**src/rtl/serial_addsub_unit.sv**
```systemverilog
`default_nettype none
// +--------------------------------------------------------------------------+
// | serial_addsub_unit: LSB-first multi-cycle add/subtract, STEP bits/cycle |
// | Revision: 1.0                                                            |
// +--------------------------------------------------------------------------+
module serial_addsub_unit #(
  parameter int WIDTH = 6,
  parameter int STEP  = 1
) (
  input  logic             clk,
  input  logic             rst_n,
  input  logic             start,
  input  logic             mode,
  input  logic [WIDTH-1:0] a,
  input  logic [WIDTH-1:0] b,
  output logic             busy,
  output logic             done,
  output logic [WIDTH-1:0] result,
  output logic             cb,
  output logic             overflow,
  output logic             zero
);

  localparam int N  = WIDTH / STEP;
  localparam int CW = (N > 1) ? $clog2(N) : 1;

  typedef enum logic [1:0] {
    S_IDLE = 2'd0,
    S_RUN  = 2'd1,
    S_DONE = 2'd2
  } state_t;

  state_t           state_q, state_d;
  logic [WIDTH-1:0] a_q, a_d, b_q, b_d;
  logic [WIDTH-1:0] work_q, work_d;
  logic             mode_q, mode_d;
  logic [CW-1:0]    cnt_q, cnt_d;
  logic             cy_q, cy_d;
  logic [WIDTH-1:0] result_q, result_d;
  logic             cb_q, cb_d;
  logic             ovf_q, ovf_d;
  logic             zero_q, zero_d;

  logic             w_ci;
  logic             w_cmsb;
  logic             w_cout;
  logic [STEP-1:0]  w_sum;
  logic [WIDTH-1:0] w_work_next;
  logic             w_last;

  // Operands shift right each step, so the active slice is always bits [STEP-1:0].
  always_comb begin
    w_ci   = cy_q;
    w_cmsb = 1'b0;
    w_sum  = '0;
    for (int j = 0; j < STEP; j++) begin
      w_cmsb   = w_ci;
      w_sum[j] = a_q[j] ^ b_q[j] ^ w_ci;
      if (mode_q) begin
        w_ci = (a_q[j] & b_q[j]) | ((a_q[j] ^ b_q[j]) & w_ci);
      end else begin
        w_ci = (~a_q[j] & b_q[j]) | (~(a_q[j] ^ b_q[j]) & w_ci);
      end
    end
    w_cout = w_ci;
  end

  // Result bits enter at the top so the word is aligned after the final step.
  if (STEP == WIDTH) begin : g_full
    assign w_work_next = w_sum;
  end else begin : g_shift
    assign w_work_next = {w_sum, work_q[WIDTH-1:STEP]};
  end

  assign w_last = (cnt_q == CW'(N - 1));

  always_comb begin
    state_d  = state_q;
    a_d      = a_q;
    b_d      = b_q;
    mode_d   = mode_q;
    cnt_d    = cnt_q;
    cy_d     = cy_q;
    work_d   = work_q;
    result_d = result_q;
    cb_d     = cb_q;
    ovf_d    = ovf_q;
    zero_d   = zero_q;
    case (state_q)
      S_IDLE: begin
        if (start) begin
          state_d = S_RUN;
          a_d     = a;
          b_d     = b;
          mode_d  = mode;
          cnt_d   = '0;
          cy_d    = 1'b0;
        end
      end
      S_RUN: begin
        a_d    = a_q >> STEP;
        b_d    = b_q >> STEP;
        cy_d   = w_cout;
        work_d = w_work_next;
        cnt_d  = cnt_q + CW'(1);
        if (w_last) begin
          state_d  = S_DONE;
          cnt_d    = '0;
          result_d = w_work_next;
          cb_d     = w_cout;
          ovf_d    = w_cmsb ^ w_cout;
          zero_d   = (w_work_next == '0);
        end
      end
      S_DONE: begin
        state_d = S_IDLE;
      end
      default: begin
        state_d = S_IDLE;
      end
    endcase
  end

  always_ff @(posedge clk or negedge rst_n) begin
    if (!rst_n) begin
      state_q  <= S_IDLE;
      a_q      <= '0;
      b_q      <= '0;
      mode_q   <= 1'b0;
      cnt_q    <= '0;
      cy_q     <= 1'b0;
      work_q   <= '0;
      result_q <= '0;
      cb_q     <= 1'b0;
      ovf_q    <= 1'b0;
      zero_q   <= 1'b0;
    end else begin
      state_q  <= state_d;
      a_q      <= a_d;
      b_q      <= b_d;
      mode_q   <= mode_d;
      cnt_q    <= cnt_d;
      cy_q     <= cy_d;
      work_q   <= work_d;
      result_q <= result_d;
      cb_q     <= cb_d;
      ovf_q    <= ovf_d;
      zero_q   <= zero_d;
    end
  end

  assign busy     = (state_q == S_RUN);
  assign done     = (state_q == S_DONE);
  assign result   = result_q;
  assign cb       = cb_q;
  assign overflow = ovf_q;
  assign zero     = zero_q;

endmodule
`default_nettype wire

```
**config.mk**
```make
export PLATFORM = sky130hd
export DESIGN_NAME = serial_addsub_unit
export DESIGN_NICKNAME = d
export VERILOG_FILES = /design/src/rtl/serial_addsub_unit.sv
export SDC_FILE = /design/constraint.sdc
export NUM_CORES = 1
export LEC_CHECK = 0
export CAP_MARGIN = 25
export CORE_ASPECT_RATIO = 1.25
export CORE_MARGIN = 8
export CORE_UTILIZATION = 40
export CTS_CLUSTER_SIZE = 10
export DETAILED_ROUTE_END_ITERATION = 12
export PLACE_DENSITY_LB_ADDON = 0.05
export SKIP_CTS_REPAIR_TIMING = 1
export SLEW_MARGIN = 40
export SYNTH_ARGS = -nofsm -noshare
export SYNTH_HDL_FRONTEND = slang
export SYNTH_SLANG_ARGS = --single-unit
```
**constraint.sdc**
```tcl
create_clock -name clk -period 3 [get_ports clk]
set_clock_uncertainty 0.2 [all_clocks]
set_input_delay 0.9 -clock clk [delete_from_list [all_inputs] [get_ports clk]]
set_output_delay 0.9 -clock clk [all_outputs]
set_load 0.05 [all_outputs]
```
# Yosys cells after proc, flatten, opt, wreduce, memory -nomap -nowiden
# Cells that the tools add are included.
[totals] out_inout_bits=11 ff_bits=34
[classes] bitwise=11 add_sub_neg=1 n_reduce_logical=7 mux=13 n_eq_ne=5
[ops] operator="6-bit one-hot mux with 2 select lines" n=2
[ops] operator="6-bit 2-to-1 mux" n=2
[ops] operator="2-bit AND reduction" n=4
[ops] operator="6-bit logical NOT" n=1
[ops] operator="3-bit 2-to-1 mux" n=2
[ops] operator="3-bit one-hot mux with 2 select lines" n=1
[ops] operator="1-bit AND" n=4
[ops] operator="2-bit 2-to-1 mux" n=2
[ops] operator="2-bit one-hot mux with 2 select lines" n=1
[ops] operator="3-bit by 1-bit adder with 3-bit output (second input constant)" n=1
[ops] operator="3-bit equality test (second input constant)" n=1
[ops] operator="1-bit XOR" n=3
[ops] operator="2-bit by 1-bit equality test with 1-bit output (second input constant)" n=1
[ops] operator="2-bit equality test (second input constant)" n=1
[ops] operator="2-bit logical NOT" n=1
[ops] operator="1-bit 2-to-1 mux" n=2
[ops] operator="2-bit by 1-bit != test with 1-bit output (second input constant)" n=1
[ops] operator="2-bit != test (second input constant)" n=1
[ops] operator="1-bit inverter" n=2
[ops] operator="1-bit OR" n=2
[ops] operator="1-bit one-hot mux with 2 select lines" n=1
[ops] operator="2-bit nonzero test" n=1

# Depth between registers and ports, before layout
# Gate-level depths: netlist of run 1.
[depth] ltp_word=6 mapped_depth=5

# Worst setup path after synthesis of run 1
# Ideal clock, no wire load.
[synth_timing] path_type="register -> output" start="reg state_q[0]" end="out done" path_slack_ns=0.430 required_ns=1.900 path_buffers=2 path_stages_with_launch=4 t_arrival_ns=1.470 path_cell_list="dfrtp_1 clkbuf_1 clkbuf_1 nor2b_1"
[synth_via] elab_chain_len=1
[synth_rtl] element="start, declared" line_no="33" source="state_t state_q, state_d;"
[synth_rtl] element="start signal, assigned" line_no="138" source="state_q <= state_d;"
[synth_rtl] element="2-bit equality test" line_no="153" source="assign done = (state_q == S_DONE);"
[synth_rtl] element="end, declared" line_no="17" source="output logic done,"
# Every way passes these cells.

# Worst setup path after layout of run 1
[layout_timing] start="reg cb_q (netlist: cb)" end="out cb"
[layout_lines] element="start, declared" line_no="40" source="logic cb_q, cb_d;"
[layout_lines] element="start signal, assigned" line_no="134" source="cb_q <= 1'b0;"
[layout_lines] element="start signal, assigned" line_no="146" source="cb_q <= cb_d;"
[layout_lines] element="end, declared" line_no="19" source="output logic cb,"
# No word-level cell between the ends.

==> results of run 1 <==
## sequential cells by signal, indices dropped and copies added (netlist names)
signal and cells:
a_q 6, b_q 6, result 6, work_q 5
cnt_q 3, state_q 2, cb 1, cy_q 1
mode_q 1, overflow 1, zero 1
## report_power, final
part | internal (W) | total, W | switching, W
Sequential | 0.000626 | 0.000752 | 0.000126
Clock | 0.000160 | 0.000313 | 0.000152
Combinational | 0.000378 | 0.000918 | 0.000540
Total | 0.00117 | 0.00198 | 0.000818
## cells by family after synthesis
group	Yosys count	share of synthesized area, %
compound gates	30	12.2
xor+xnor	1	0.597
fa+ha+maj	2	2.73
buf+inv	10	3.16
flops	33	56.3
mux	11	8.36
simple gates	49	16.6
## placed cells by master (no fill, tap or decap)
| master | n |
|---|---|
| sky130_fd_sc_hd__o21ai_0 | 15 |
| sky130_fd_sc_hd__inv_1 | 4 |
| sky130_fd_sc_hd__clkinv_2 | 2 |
| sky130_fd_sc_hd__a22oi_1 | 9 |
| sky130_fd_sc_hd__nor2b_1 | 7 |
| sky130_fd_sc_hd__nor3_1 | 1 |
| sky130_fd_sc_hd__and4bb_2 | 1 |
| sky130_fd_sc_hd__and2b_1 | 1 |
| sky130_fd_sc_hd__buf_12 | 1 |
| sky130_fd_sc_hd__fa_1 | 2 |
| sky130_fd_sc_hd__clkdlybuf4s50_1 | 24 |
| sky130_fd_sc_hd__nand2b_1 | 1 |
| sky130_fd_sc_hd__and3b_1 | 1 |
| sky130_fd_sc_hd__a22o_1 | 1 |
| sky130_fd_sc_hd__mux2_2 | 10 |
| sky130_fd_sc_hd__or4_1 | 1 |
| sky130_fd_sc_hd__a21oi_1 | 4 |
| sky130_fd_sc_hd__nor3_4 | 1 |
| sky130_fd_sc_hd__clkbuf_8 | 5 |
| sky130_fd_sc_hd__dfrtp_1 | 33 |
| sky130_fd_sc_hd__xnor2_1 | 1 |
| sky130_fd_sc_hd__nand2_1 | 33 |
| sky130_fd_sc_hd__mux2i_1 | 1 |
| sky130_fd_sc_hd__nor2_1 | 1 |
| sky130_fd_sc_hd__nor4b_1 | 1 |
| sky130_fd_sc_hd__o21bai_1 | 1 |
| sky130_fd_sc_hd__clkbuf_1 | 1 |
| sky130_fd_sc_hd__buf_4 | 6 |
## final cells by class
cell class	count	area, um^2	area share [%]
clock buffers	6	72.6	3.88
well taps	39	48.8	2.61
multi-input cells	93	594	31.8
flip-flops and latches	33	826	44.1
repair buffers	31	305	16.3
inverters	4	15.0	0.802
clock inverters	2	10.0	0.535
## final timing paths
| kind | slack (ps) | startpoint | depth (start not counted) | to |
|---|---|---|---|---|
| worst max register to register | 960 | cy_q | 5 | zero |
| worst max-delay path | 470 | cb | 1 | cb |
| max in group asynchronous | 1480 | rst_n | 2 | a_q[0] |
| min in group asynchronous | 820 | rst_n | 2 | cnt_q[1] |
| worst min register to register | 280 | a_q[1] | 2 | a_q[1] |
| worst min-delay path | 280 | a_q[1] | 2 | a_q[1] |
## routing by layer
metal | vias to the layer above | GRT usage (%)
met5 | - | 0
met4 | 0 | 3.85
met3 | 4 | 5.24
met2 | 23 | 16.7
met1 | 509 | 12.7
li1 | 526 | -
## per-stage QoR
| stage | std cells | cell area (um^2) | total power (W) | util [%] | hold WS, ps |
|---|---|---|---|---|---|
| floorplan | 136 | 1470 | 0.00139 | - | 250 |
| global placement | 200 | 1790 | 0.00167 | 50.9 | 265 |
| detailed placement | 200 | 1790 | 0.00170 | 50.9 | 278 |
| CTS | 208 | 1870 | 0.00202 | 53.3 | 290 |
| global route | 208 | 1870 | 0.00214 | 53.3 | 321 |
| finish | 208 | 1870 | 0.00198 | 53.3 | 282 |
==> results.md, run 1 <==
Outcome:
- The run finished with clean final reports.

Worst setup path:
- Traced cell by cell, the critical path runs through clkdlybuf4s50_1.
- The largest individual stage delay along the critical path comes from the cell sky130_fd_sc_hd__clkdlybuf4s50_1.
- The top fanout value on the critical path is 2.
- The kind of start point of the critical path is a register.
- Data arrives at the worst endpoint at 1430 ps.
- Data on the critical path is required at its endpoint by roughly 1900 ps.
- The largest single stage delay on the critical path is just over 800 ps.
- Broken down by cell family, the worst path's largest delay share belongs to buffers and inverters.
- The element type at the critical path end is an output pin.
- The combined buffer and inverter count along the critical path is 1.
- The critical path is of the register to output pin type.

Placed design:
- The setup slack at placement is approximately 380 ps.
- The final weighted congestion of routability-driven global placement is 0.692.
- The count of input and output buffers is 26.
- After legalization and detailed placement, the total HPWL measured 2070 um.

Clock tree:
- Clock tree synthesis selected as its root buffer the cell sky130_fd_sc_hd__clkbuf_8.
- Clock-pin slew was measured on the worst setup and hold paths at ~70 ps.
- The maximum count of clock buffers along a single path is 2.
- The H-tree level count is 2.
- The clock tree from TritonCTS is done.
- The number of clock buffers inserted by TritonCTS is 5.
- The clock sink count is 33.
- The latest clock arrival within the worst-skew pair is roughly 280 ps.

Global route:
- The number of antenna violations at the first check in global routing is 0.
- The largest net degree at the start of global routing is 34.
- The total routing usage reported by global routing is between 10% and 20%.
- The first global-routing pass estimated between 5000 and 6000 um of wire.
- The residual overflow from global routing is 0.
- The via count of the first global-routing pass was between 1000 and 1500.

Detailed routing:
- The detail-routed via count per cell is just over 5.
- The number of DRC violations after detailed routing is 0.
- Signal routing reaches up to met4.
- The routed layout has 1062 vias.
- The met2 wirelength from detailed routing is between 1000 and 1500 um.
- The detailed-routed wire length on met3 is 190 um.
- The sum of routed wire length over all layers is between 2000 and 3000 um.
- The detailed-router iteration count before antenna repair is 2.
- The routed length per placed instance is roughly 14 um.
- For this block, wires on met1 add up to 1310 um.
- The number of violations reported at the end of detailed-routing iteration 0 is 32.
- The remaining antenna violation count after routing is 0.

Die:
- The horizontal die dimension is 70.2 um.
- After floorplanning, the core was sized to cover 3510 um^2.
- The vertical die dimension is between 80 and 90 um.
- The die footprint is about 5900 um^2.
- The number of rows in the core area is 24.
- The starting density of the core is between 40% and 50%.
- In this run the count of I/O pins placed on the die edge is 27.

Synthesis:
- The number of distinct standard cells referenced by the synthesized netlist is 25.
- Counting instances in the post-synthesis netlist gives the leading cell types as sky130_fd_sc_hd__dfrtp_1 (33), sky130_fd_sc_hd__nand2_1 (33), sky130_fd_sc_hd__o21ai_0 (15).
- After synthesis the netlist holds a flip-flop and latch count of 33.
- The average footprint of a synthesized cell is 10.8 um^2.
- Summed over its instances, the top area cell type makes up a little under three fifths of the synthesized netlist area.
- Yosys attributes the largest share of cell area to sky130_fd_sc_hd__dfrtp_1 (56%), sky130_fd_sc_hd__nand2_1 (8.4%), sky130_fd_sc_hd__mux2_2 (7.7%), sky130_fd_sc_hd__o21ai_0 (5.1%), sky130_fd_sc_hd__a22oi_1 (4.6%).
- The number of warning messages in the yosys log is 0.
- The number of flops mapped to enable cells by yosys is 0.
- Synthesis produced a netlist with a net count of 154.
- The proportion of register bits with asynchronous set or reset after synthesis is between 90% and 100%.
- The number of instances in the synthesized netlist is about 140.
- The primary flip-flop cell chosen by synthesis mapping is sky130_fd_sc_hd__dfrtp_1.
- The register area share after synthesis is 56.3%.
- The area of the mapped netlist is 1470 um^2.
- The dominant cell type by area after synthesis is sky130_fd_sc_hd__dfrtp_1.

Layout:
- The number of inserted diodes is 0.
- The layout has about 350 filler cells.
- The ratio of cells with drive above 1 in the final layout is between 10% and 20%.
- The signed area change from the synthesized netlist to the final layout is 27.6%.
- At the end of the flow, the number of nets in the layout was roughly 190.

STA:
- After layout, the minimum clock period comes to ~2500 ps.
- The worst pin sits at a relative slew slack of 59.7%.
- Derived from the worst setup path, the maximum achievable clock frequency is just under 0.4 GHz.
- At the pin with the least slew margin, the transition time is a little over 600 ps.
- In the final timing run, aggregate negative setup slack is 0 ps.
- Of the available clock period, the critical path in the final layout requires between 80% and 90%.
- The number of endpoints failing setup at the final stage is 0.
- The number of hold-slack violations in the final timing report was 0.
- Setup repair after global routing left no endpoint under its margin.
- After layout, the worst setup slack is between 400 and 500 ps.
- The count of pins over their slew limit came to 0.

Power:
- The power per cell area is roughly 1100 nW/um^2.
- For this design the static power due to leakage is ~0.83 nW.
- The peak ir drop on the vdd network is roughly 0.00074 V.

Worst hold path:
- The worst hold-check path type is register to register.

Job:
- The number of violations of the max-capacitance limit is 0.
Power figures use the tool's default switching activity.
==> run 2, diff against run 1 <==
==> constraint.sdc (replaced) <==
create_clock -name clk -period 2.62 [get_ports clk]
set_clock_uncertainty 0.2 [all_clocks]
set_input_delay 0.786 -clock clk [delete_from_list [all_inputs] [get_ports clk]]
set_output_delay 0.786 -clock clk [all_outputs]
set_load 0.05 [all_outputs]
==> results.md, run 2 (synthesized netlist as in run 1, its figures left out) <==
Die:
- The die footprint is 5870 um^2 (unchanged).
- The vertical die dimension is 83.7 um (unchanged).
- The horizontal die dimension came to 70.2 um (unchanged).
- The number of top-level design ports is 27 (unchanged).
- The number of rows in the core area came to 24 (unchanged).
- The starting density of the core is 41.7% (unchanged).
- The core area is 3510 um^2 (unchanged).

STA:
- The accumulated negative setup slack was 0 ps (unchanged).
- The slew of the pin with the lowest slew margin is 604 ps (+0.187 ps).
- The worst hold margin is 282 ps (-0.505 ps).
- The number of endpoints failing setup at the final stage is 0 (unchanged).
- The number of hold-slack violations in the final timing report was 0 (unchanged).
- The least setup slack across all paths after layout is 154 ps (-312 ps).
- Setup repair after global routing left no endpoint under its margin.
- For this run, the top clock speed supported by timing is about 0.4 GHz.
- For the finished layout, the period the worst path requires is 2470 ps.
- The worst relative slew slack came to 59.7% (about the same).
- The count of pins over their slew limit came to 0 (unchanged).
- The period utilization is about 94%.

Power:
- The leakage component of the power is 0.828 nW (+0.24%).
- The peak ir drop on the vdd network is 0.000922 V (+24%).
- The power per cell area came to 1210 nW/um^2 (+15%).

Worst setup path:
- The largest stage delay on the critical path was 560 ps (-250 ps).
- The critical path in this run is classified as register to output pin.
- The data required time at the worst endpoint is 1630 ps (-270 ps).
- The top fanout value on the critical path is 18 (+16).
- The worst reg2reg path endpoint is cb.
- The endpoint of the most critical setup path is busy.
- The element type at the critical path end is an output pin.
- The signal on the critical path passes through nand2b_1 -> inv_1 -> buf_12.
- The startpoint identified for the worst register-to-register timing path is state_q[1].
- The dominant delay contributor by cell family on the critical path is flip-flops.
- The data arrival time at the worst-slack endpoint came to 1480 ps (+50 ps).
- The combined buffer and inverter count along the critical path is 2 (+1).
- The cell with the biggest individual delay on the critical path is sky130_fd_sc_hd__dfrtp_1.
- The cell depth of the worst flop-to-flop path is 4 (-1).
- The worst setup path startpoint is state_q[1].
- STA classifies the critical path startpoint as a register.
- The count of cell instances traversed by the critical path is 3 (+2).
- The register-to-register setup slack came to 500 ps (-460 ps).

Clock tree:
- The clock edge transition at the registers on the reported setup and hold paths came to 60 ps (about the same).
- The number of clock buffers inserted by TritonCTS is 5 (unchanged).
- The clock root buffer is sky130_fd_sc_hd__clkbuf_8.
- The clock sink count was 33 (unchanged).
- The maximum count of clock buffers along a single path is 2 (unchanged).
- The H-tree level count came to 2 (unchanged).
- The latest clock arrival within the worst-skew pair is 270 ps (about the same).
- TritonCTS built the clock tree.

Worst hold path:
- The tightest min-delay check is of the register to register type.
- The hold-critical path depth is 2 (unchanged).

Detailed routing:
- The number of DRC violations after detailed routing is 0 (unchanged).
- The detail-routed via count per cell is 5.30 (+3.8%).
- The number of violations reported at the end of detailed-routing iteration 0 is 47 (+47%).
- The routed length per placed instance is 14.0 um (+0.83%).
- The total number of vias is 1097 (+3.3%).
- The sum of routed wire length over all layers is 2900 um (+0.35%).
- The detailed-router iteration count before antenna repair is 4 (+2).
- The remaining antenna violation count after routing is 0 (unchanged).

Global route:
- The total routing usage reported by global routing is 10.7% (-0.11 points).
- The via count of the first global-routing pass is 1149 (+2.1%).
- The number of antenna violations at the first check in global routing was 0 (unchanged).
- The first-pass GRT wire length was 5230 um (-0.51%).
- The largest net degree at the start of global routing came to 34 (unchanged).
- The residual overflow from global routing was 0 (unchanged).

Job:
- The number of violations of the max-capacitance limit is 0 (unchanged).

Layout:
- The signed area change from the synthesized netlist to the final layout is 28.8%.
- The footprint of the multi-input gates is 594 um^2 (unchanged).
- The top cell types in the final layout, fill and taps aside, are sky130_fd_sc_hd__nand2_1 (33), sky130_fd_sc_hd__dfrtp_1 (33), sky130_fd_sc_hd__clkdlybuf4s50_1 (24).
- The area of all sequential standard cells came to 826 um^2 (unchanged).
- The ratio of cells with drive above 1 in the final layout is 14.9% (-0.50 points).
- The count of nets after finishing is 186 (unchanged).
- The final non-filler cell area was 1890 um^2 (+0.87%).
- The fill cell total of the finished layout is 352 (+0.86%).
- The number of inserted diodes came to 0 (unchanged).

Outcome:
- The run finished with clean final reports.

Placed design:
- The count of input and output buffers is 26 (unchanged).
- The half-perimeter wire length after detailed placement is 2130 um (+2.8%).
- The setup slack at placement is 91.2 ps (-288 ps).
- The final weighted congestion of routability-driven global placement was 0.716 (+3.5%).
- The instance area after placement came to 1800 um^2 (+0.70%).
[run 2: routing by layer]
metal,wire (um),GRT usage [%],up-vias
met5,0,0,-
met4,37,4.76,0
met3,169,3.81,4
met2,1450,18.4,22
met1,1250,11.5,547
li1,-,-,524
[run 2: metrics by stage]
step / std cells / utilization (%) / power (W)
finish: 207 / 53.7 / 0.00229
global route: 207 / 53.7 / 0.00246
CTS: 207 / 53.7 / 0.00233
detailed placement: 200 / 51.3 / 0.00195
global placement: 200 / 51.3 / 0.00192
floorplan: 136 / - / 0.00159
[run 2: power by group]
part           internal, W  leakage (nW)  total, W  switching [W]
Clock             0.000208        0.0443  0.000376       0.000168
Combinational     0.000439         0.357   0.00104       0.000604
Sequential        0.000717         0.426  0.000873       0.000156
[run 2: final cells by class]
class	instances	share of cell area (%)
Sequential cell	33	43.7
Tap cell	39	2.58
Multi-Input combinational cell	93	31.5
Clock buffer	7	4.57
Timing Repair Buffer	31	16.8
Inverter	4	0.795
[run 2: how the worst min path moves through the flow]
stage | to | slack (ps) | from
after floorplan | b_q[0] | 250 | b_q[0]
after global placement | b_q[1] | 260 | b_q[1]
after detailed placement | b_q[0] | 280 | b_q[0]
after CTS | b_q[0] | 290 | b_q[0]
after global routing | result[4] | 320 | result[4]
final | b_q[4] | 280 | b_q[4]
[run 2: worst register-to-register path, stage by stage (launching register included)]
cell and delay, ps:
sky130_fd_sc_hd__dfrtp_1 560, sky130_fd_sc_hd__nand2b_1 250, sky130_fd_sc_hd__buf_4 170, sky130_fd_sc_hd__nor3_4 440, sky130_fd_sc_hd__mux2_2 390
==> run 3, diff against run 2 <==
--- a/config.mk
+++ b/config.mk
@@ -11,7 +11,9 @@
 export CORE_UTILIZATION = 40
 export CTS_CLUSTER_SIZE = 10
 export DETAILED_ROUTE_END_ITERATION = 12
+export HOLD_SLACK_MARGIN = 0.15
 export PLACE_DENSITY_LB_ADDON = 0.05
+export RECOVER_POWER = 50
 export SKIP_CTS_REPAIR_TIMING = 1
 export SLEW_MARGIN = 40
 export SYNTH_ARGS = -nofsm -noshare
==> results.md, run 3 (synthesized netlist as in run 1, its figures left out) <==
Outcome:
- The run finished with clean final reports.

Worst hold path:
- The worst hold-check path type is register to register.

Worst setup path:
- The kind of start point of the critical path is a register.
- The register-to-register setup slack was 500 ps (about the same).
- By startpoint and endpoint, the worst setup path is classified as register to output pin.
- The critical path ends at busy.
- The element type at the critical path end is an output pin.
- The data arrival time at the worst-slack endpoint came to 1480 ps (about the same).
- The cell depth of the worst flop-to-flop path is 4 (unchanged).
- In this run the critical register-to-register path is captured at cb.
- The data required time at the worst endpoint came to 1630 ps (about the same).
- In this run the critical register-to-register path is launched from state_q[1].
- The worst setup path startpoint is state_q[1].
- The top fanout value on the critical path is 18 (unchanged).

Die:
- The die footprint is 5870 um^2 (unchanged).
- The core area is 3510 um^2 (unchanged).
- The number of rows in the core area is 24 (unchanged).
- The horizontal die dimension came to 70.2 um (unchanged).
- The number of top-level design ports is 27 (unchanged).
- The vertical die dimension is 83.7 um (unchanged).
- The starting density of the core came to 41.7% (unchanged).

Global route:
- The total routing usage reported by global routing is 10.7% (unchanged).
- The first-pass GRT wire length came to 5230 um (unchanged).
- The largest net degree at the start of global routing is 34 (unchanged).
- The via count of the first global-routing pass is 1149 (unchanged).
- The residual overflow from global routing is 0 (unchanged).
- The number of antenna violations at the first check in global routing is 0 (unchanged).

STA:
- The maximum operating frequency is 0.405 GHz (unchanged).
- The worst relative slew slack came to 45.8% (-14 points).
- The period utilization is 94.1% (unchanged).
- Setup repair after global routing left no endpoint under its margin.
- The number of endpoints failing setup at the final stage is 0 (unchanged).
- The least setup slack across all paths after layout came to 154 ps (unchanged).
- The number of hold-slack violations in the final timing report was 0 (unchanged).
- The minimum period implied by the final worst setup slack is 2470 ps (unchanged).
- The slew of the pin with the lowest slew margin is 813 ps (+209 ps).
- The accumulated negative setup slack is 0 ps (unchanged).
- The count of pins over their slew limit is 0 (unchanged).

Detailed routing:
- The detailed-router iteration count before antenna repair is 4 (unchanged).
- The met2 wirelength from detailed routing is 1450 um (about the same).
- The number of violations reported at the end of detailed-routing iteration 0 is 47 (unchanged).
- The highest metal layer carrying signal wires in the routed design is met4.
- The routed length on met1 came to 1250 um (about the same).
- The sum of routed wire length over all layers was 2900 um (about the same).
- The remaining antenna violation count after routing is 0 (unchanged).
- The routed length per placed instance came to 14.0 um (about the same).
- The detail-routed via count per cell came to 5.30 (about the same).
- The number of DRC violations after detailed routing is 0 (unchanged).
- The total number of vias is 1098 (+0.091%).
- The detailed-routed wire length on met3 came to 168 um (-0.59%).

Power:
- The peak ir drop on the vdd network is 0.000922 V (about the same).
- The post-layout total power is 0.00229 W (about the same).
- The power per cell area was 1220 nW/um^2 (about the same).
- The leakage component of the power came to 0.828 nW (about the same).

Placed design:
- The count of input and output buffers came to 26 (unchanged).
- The half-perimeter wire length after detailed placement is 2130 um (unchanged).
- The final weighted congestion of routability-driven global placement is 0.716 (unchanged).
- The setup slack at placement is 91.2 ps (unchanged).

Clock tree:
- The clock edge transition at the registers on the reported setup and hold paths was 60 ps (about the same).
- The maximum count of clock buffers along a single path was 2 (unchanged).
- The root buffer cell chosen for the clock tree is sky130_fd_sc_hd__clkbuf_8.
- The latest clock arrival within the worst-skew pair is 270 ps (about the same).
- The clock sink count is 33 (unchanged).
- The number of clock buffers inserted by TritonCTS came to 5 (unchanged).
- The clock tree from TritonCTS is done.
- The H-tree level count was 2 (unchanged).

Layout:
- The ratio of cells with drive above 1 in the final layout is 14.9% (unchanged).
- The number of inserted diodes was 0 (unchanged).
- Relative to the synthesized area, the layout overhead comes to 28.6%.
- The count of nets after finishing came to 186 (unchanged).
- The top cell types in the final layout, fill and taps aside, are sky130_fd_sc_hd__nand2_1 (33), sky130_fd_sc_hd__dfrtp_1 (33), sky130_fd_sc_hd__clkdlybuf4s50_1 (23).

Job:
- The number of violations of the max-capacitance limit was 0 (unchanged).
## run 3: area by class of cell
cell class / instances / area, um^2
clock buffer: 7 / 86.3
timing repair buffer: 31 / 315
tap: 39 / 48.8
sequential: 33 / 826
fill: 353 / 1630
multi-input combinational: 93 / 594
inverter: 4 / 15.0
## run 3: routing by layer
layer / vias up / GRT usage (%)
met2: 22 / 18.4
met3: 4 / 3.81
met5: - / 0
li1: 525 / -
met1: 547 / 11.5
met4: 0 / 4.76
## run 3: worst min path at each step
stage | start | end | slack [ps] | cells past startpoint
after detailed placement | b_q[0] | b_q[0] | 280 | 2
after floorplan | b_q[0] | b_q[0] | 250 | 2
after global placement | b_q[1] | b_q[1] | 260 | 2
after CTS | b_q[0] | b_q[0] | 290 | 2
after global routing | result[4] | result[4] | 320 | 1
final | b_q[4] | b_q[4] | 280 | 2
## run 3: metrics by stage
| stage | hold slack [ps] | utilization [%] | cell area, um^2 | cells |
|---|---|---|---|---|
| floorplan | 250 | - | 1470 | 136 |
| global placement | 261 | 51.3 | 1800 | 200 |
| detailed placement | 277 | 51.3 | 1800 | 200 |
| CTS | 292 | 53.7 | 1890 | 207 |
| global route | 322 | 53.7 | 1890 | 207 |
| finish | 282 | 53.7 | 1890 | 207 |
## run 3: critical path: stages (launching register included)
cell and delay, ps:
sky130_fd_sc_hd__dfrtp_1 560, sky130_fd_sc_hd__nand2b_1 250, sky130_fd_sc_hd__inv_1 220, sky130_fd_sc_hd__buf_12 180
## run 3: power by group
part / switching [W] / internal, W
clock: 0.000168 / 0.000208
combinational: 0.000604 / 0.000438
sequential: 0.000156 / 0.000717
